===== src/rtl/lfsr_pkg.sv =====
// Shared definitions for the LFSR stages and the period monitor.
package lfsr_pkg;

   // Default data width of an LFSR stream
   localparam int unsigned LfsrWidth = 8;

   // Period monitor state encoding
   typedef logic [2:0] state_t;

   localparam state_t StIdle    = 3'd0;
   localparam state_t StCapture = 3'd1;
   localparam state_t StCount   = 3'd2;
   localparam state_t StDone    = 3'd3;
   localparam state_t StTimeout = 3'd4;
   localparam state_t StZero    = 3'd5;

endpackage


===== src/rtl/lfsr_period_mon.sv =====
// Measures the recurrence period of an LFSR output stream. The first valid
// sample after start becomes the reference. Each following valid sample is
// counted until the reference value appears again. An all-zero sample or
// an exhausted sample budget ends the search early.
module lfsr_period_mon
   import lfsr_pkg::*;
#(
   parameter int unsigned WIDTH   = LfsrWidth,
   parameter int unsigned MAX_CNT = 2 ** WIDTH
) (
   input  logic             clk_i,
   input  logic             rst_ni,
   input  logic             start_i,
   input  logic             valid_i,
   input  logic [WIDTH-1:0] data_i,
   output logic             busy_o,
   output logic             done_o,
   output logic             timeout_o,
   output logic             zero_err_o,
   output logic [WIDTH:0]   period_o,
   output logic [WIDTH-1:0] ref_o
);

   localparam logic [WIDTH:0] MaxCnt = (WIDTH + 1)'(MAX_CNT);
   localparam logic [WIDTH:0] CntOne = (WIDTH + 1)'(1);

   state_t           state_q, state_d;
   logic [WIDTH:0]   cnt_q, cnt_d;
   logic [WIDTH-1:0] ref_q, ref_d;
   logic [WIDTH:0]   period_q, period_d;

   logic [WIDTH:0]   cnt_inc;
   logic             sample_zero;
   logic             sample_match;

   // Saturating sample count and per-sample decisions
   always_comb begin
      cnt_inc      = (cnt_q == MaxCnt) ? cnt_q : cnt_q + CntOne;
      sample_zero  = (data_i == '0);
      sample_match = (data_i == ref_q);
   end

   // Next-state logic; zero beats match, match beats timeout
   always_comb begin
      state_d  = state_q;
      cnt_d    = cnt_q;
      ref_d    = ref_q;
      period_d = period_q;
      unique case (state_q)
         StIdle: begin
            if (start_i) begin
               state_d = StCapture;
            end
         end
         StCapture: begin
            if (!start_i) begin
               state_d = StIdle;
            end else if (valid_i) begin
               if (sample_zero) begin
                  state_d = StZero;
               end else begin
                  ref_d   = data_i;
                  cnt_d   = '0;
                  state_d = StCount;
               end
            end
         end
         StCount: begin
            if (!start_i) begin
               state_d = StIdle;
            end else if (valid_i) begin
               cnt_d = cnt_inc;
               if (sample_zero) begin
                  state_d = StZero;
               end else if (sample_match) begin
                  period_d = cnt_inc;
                  state_d  = StDone;
               end else if (cnt_inc >= MaxCnt) begin
                  period_d = '0;
                  state_d  = StTimeout;
               end
            end
         end
         StDone, StTimeout, StZero: begin
            // Result held until the requester drops start
            if (!start_i) begin
               state_d = StIdle;
            end
         end
         default: begin
            state_d = StIdle;
         end
      endcase
   end

   // State, count, reference and result registers
   always_ff @(posedge clk_i or negedge rst_ni) begin
      if (!rst_ni) begin
         state_q  <= StIdle;
         cnt_q    <= '0;
         ref_q    <= '0;
         period_q <= '0;
      end else begin
         state_q  <= state_d;
         cnt_q    <= cnt_d;
         ref_q    <= ref_d;
         period_q <= period_d;
      end
   end

   // Outputs decoded directly from the registered state
   always_comb begin
      busy_o     = (state_q == StCapture) || (state_q == StCount);
      done_o     = (state_q == StDone);
      timeout_o  = (state_q == StTimeout);
      zero_err_o = (state_q == StZero);
      period_o   = period_q;
      ref_o      = ref_q;
   end

endmodule


===== config.mk =====
export PLATFORM = sky130hd
export DESIGN_NAME = lfsr_period_mon
export DESIGN_NICKNAME = d
export VERILOG_FILES = /design/src/rtl/lfsr_pkg.sv /design/src/rtl/lfsr_period_mon.sv
export SDC_FILE = /design/constraint.sdc
export NUM_CORES = 1
export LEC_CHECK = 0
export ABC_AREA = 1
export CAP_MARGIN = 20
export CORE_MARGIN = 1.5
export CORE_UTILIZATION = 55
export CTS_CLUSTER_SIZE = 30
export DETAILED_ROUTE_END_ITERATION = 7
export PLACE_DENSITY = 0.84
export SLEW_MARGIN = 25
export SYNTH_ARGS = -nofsm -noshare
export SYNTH_HDL_FRONTEND = slang
export SYNTH_SLANG_ARGS = --single-unit

===== constraint.sdc =====
create_clock -name clk_i -period 4.02 [get_ports clk_i]
set_input_delay 0.804 -clock clk_i [delete_from_list [all_inputs] [get_ports clk_i]]
set_output_delay 0.804 -clock clk_i [all_outputs]
set_load 0.1 [all_outputs]

==> flow_metrics.py <==
metrics = {
    "logic_synthesis": {
        "synth-edff-count": 0,
        "synth_area_um2": 1720,
        "ys_async_sr_fraction": 1.00,
        "yosysTopAreaCell": "dfrtp_1",
        "synth_top_area_share": 0.422,
        "ys_top_cells_by_area": "dfrtp_1, nand2_1, inv_1",
        "postSynthAreaPerCell_um2": 7.53,
        "synth.net_count": 242,
        "ys_seq_elements": 29,
        "ys_types": 27,
        "yosysWarningCount": 0,
        "seq_area_frac_synth": 0.422,
        "postSynthCellCount": 228,
        "synthFlopType": "dfrtp_1",
    },
    "min_path": {
        "hold_class": "flop to flop",
    },
    "timing": {
        "hold_violations": 0,
        "max_slew_margin": 0.353,
        "fin_crit_ps": 3150,
        "hold_ws_ps": 476,
        "rsz0062_at_grt": "false",
        "finalCritPeriodShare": 0.784,
        "max_freq_mhz": 317,
        "fin_setup_tns_ps": 0,
        "setup_slack_ps": 870,
        "setup_viol": 0,
        "slew_viol_final": 0,
        "worst_slew_pin_slew_ps": 968,
        "fin_skew_ps": 6.64,
    },
    "run": {
        "max-cap-violations": 0,
    },
    "finish": {
        "fin_util": 0.723,
        "n_antenna_cell": 0,
        "layout_commonest_cell": "nand2_1",
        "final_cells": 301,
        "syn2layout_area_growth_pct": 26.4,
        "drive_gt1_frac": 0.134,
        "nets": 281,
        "final_cell_mix": "nand2_1, clkdlybuf4s50_1, dfrtp_1",
        "fillers": 255,
    },
    "floorplan": {
        "num_rows": 20,
        "dieHeight_um": 58.9,
        "coreArea_um2": 3000,
        "design.die.area_um2": 3470,
        "io_pins": 33,
        "fp.dieW_um": 58.9,
        "start_util": 0.572,
    },
    "power": {
        "p_int_w": 0.000712,
        "switchingPower_w": 0.000788,
        "p_seq_frac": 0.284,
        "netSwitchingFraction": 0.525,
        "ir_worst_vdd_v": 0.000571,
        "power_frac_comb": 0.545,
        "powerDensity_nw_per_um2": 691,
        "clkPwrFrac": 0.171,
        "p_leak_nw": 1.07,
    },
    "clock_tree": {
        "cts.sinks": 29,
        "clkTransAtPathRegs_ps": 100,
        "post_cts_resized": 0,
        "root_buffer": "clkbuf_4",
        "cts_tree": "yes",
        "clk_latency_ps": 330,
        "numCtsBuffers": 5,
        "cts_max_level": 2,
        "clock_path_buffers": 2,
        "cts_setup_buffers": 0,
        "cts_hold_buf": 0,
    },
    "global_routing": {
        "overflow": 0,
        "grt_pass1_vias": 1426,
        "grt_max_degree": 30,
        "antenna_found_initial": 0,
        "grt_usage": 0.228,
        "grt_pass1_wl_um": 6000,
    },
    "critical_path": {
        "cp_cell_sequence": "inv_2 -> nand3_4 -> nand2_2 -> clkdlybuf4s50_1",
        "worst_setup_path_end_kind": "output pin",
        "cp_data_required_time_ps": 3220,
        "crit_arrival_ps": 2350,
        "reg2reg_slack_ps": 2480,
        "path_buf_inv": 2,
        "path_max_fanout": 5,
        "crit_family": "buffers and inverters",
        "slowest_stage": "clkdlybuf4s50_1",
        "max_stage_delay_ps": 1140,
        "setup.worst_path.class": "flop to output pin",
        "cp-start-kind": "flop",
    },
    "place": {
        "place_ws_ps": 1250,
        "hpwl_um": 2620,
        "portBuffers": 32,
        "place.gp.congestion": 0.833,
        "dp.cells": 293,
    },
    "route": {
        "routed_wl_um": 3460,
        "final_antenna_net_count": 0,
        "dr.pass1.iters": 4,
        "drt_iter0_drc": 72,
        "vias": 1544,
        "wl_per_cell_um": 11.5,
        "drc": 0,
        "via_per_inst": 5.13,
    },
    "outcome": {
        "status": "finished, final reports clean",
    },
}
synth_stat cells, types with 2 or more instances:
cell,n
o21ai_1,8
nor2_2,3
nor2_4,3
nand2_1,82
inv_1,24
xnor2_1,3
dfrtp_1,29
inv_2,7
nand3_2,2
nand4_1,3
ha_1,2
o21ai_0,9
a21oi_1,2
nand2_2,5
nor2_1,14
nand3_1,16
xor2_1,6
cell families after synthesis:
| logic type | share of synthesized area |
|---|---|
| and+or+nand+nor | 0.379 |
| xor gates and xnor gates | 0.0459 |
| DFF | 0.422 |
| AOI/OAI and AO/OA | 0.0648 |
| buffers and inverters | 0.0736 |
| adders and majority gates | 0.0146 |
registers in the layout, indices dropped and copies added (netlist names):
| name | cells |
|---|---|
| ref_o | 8 |
| state_q | 3 |
| period_o | 9 |
| cnt_q | 9 |
layout make-up:
type                            count  area (µm²)  area share
Tap cell                           33        41.3      0.0190
Clock buffer                        6        51.3      0.0236
Clock inverter                      2        37.5      0.0173
Inverter                           32         121      0.0559
Timing Repair Buffer               33         328       0.151
Multi-Input combinational cell    166         866       0.399
Sequential cell                    29         726       0.334
power groups by stage:
stage | combinational [W] | sequential, W | clock [W]
2_1_floorplan | 0.000377 | 0.000687 | 0
3_3_place_gp | 0.000805 | 0.000428 | 0
3_5_place_dp | 0.000813 | 0.000430 | 0
4_1_cts | 0.000819 | 0.000426 | 0.000261
5_1_grt | 0.000873 | 0.000435 | 0.000274
6_report | 0.000817 | 0.000426 | 0.000257
final timing paths:
kind,to,cells after the start,startpoint
setup reg to reg,period_o[2],9,cnt_q[0]
hold / removal,period_o[4],2,period_o[4]
setup / recovery,busy_o,4,state_q[0]
min in group asynchronous,period_o[5],2,rst_ni
hold reg to reg,period_o[4],2,period_o[4]
max in group asynchronous,cnt_q[5],2,rst_ni
through the flow:
step | cell area [µm²] | total power [W]
2_1_floorplan | 1720 | 0.00106
3_3_place_gp | 2080 | 0.00123
3_5_place_dp | 2080 | 0.00124
4_1_cts | 2170 | 0.00151
5_1_grt | 2170 | 0.00158
6_report | 2170 | 0.00150
worst reg2reg max path, stage by stage, from the launching register on:
cell and delay [ps]:
dfrtp_1 390, ha_1 170, nand2_1 80, nor2_2 170
nand3_1 100, nand2_1 110, inv_2 70, o21ai_4 250
nand2_1 90, nand2_1 70
metal layers:
layer	share of wire	wire length, µm	global-route usage
met3	0.047	162	0.0725
met4	0.0098	34	0.0877
met5	0	0	0
met2	0.51	1760	0.375
met1	0.43	1500	0.280
No activity file was read; power rests on OpenSTA's default activity.
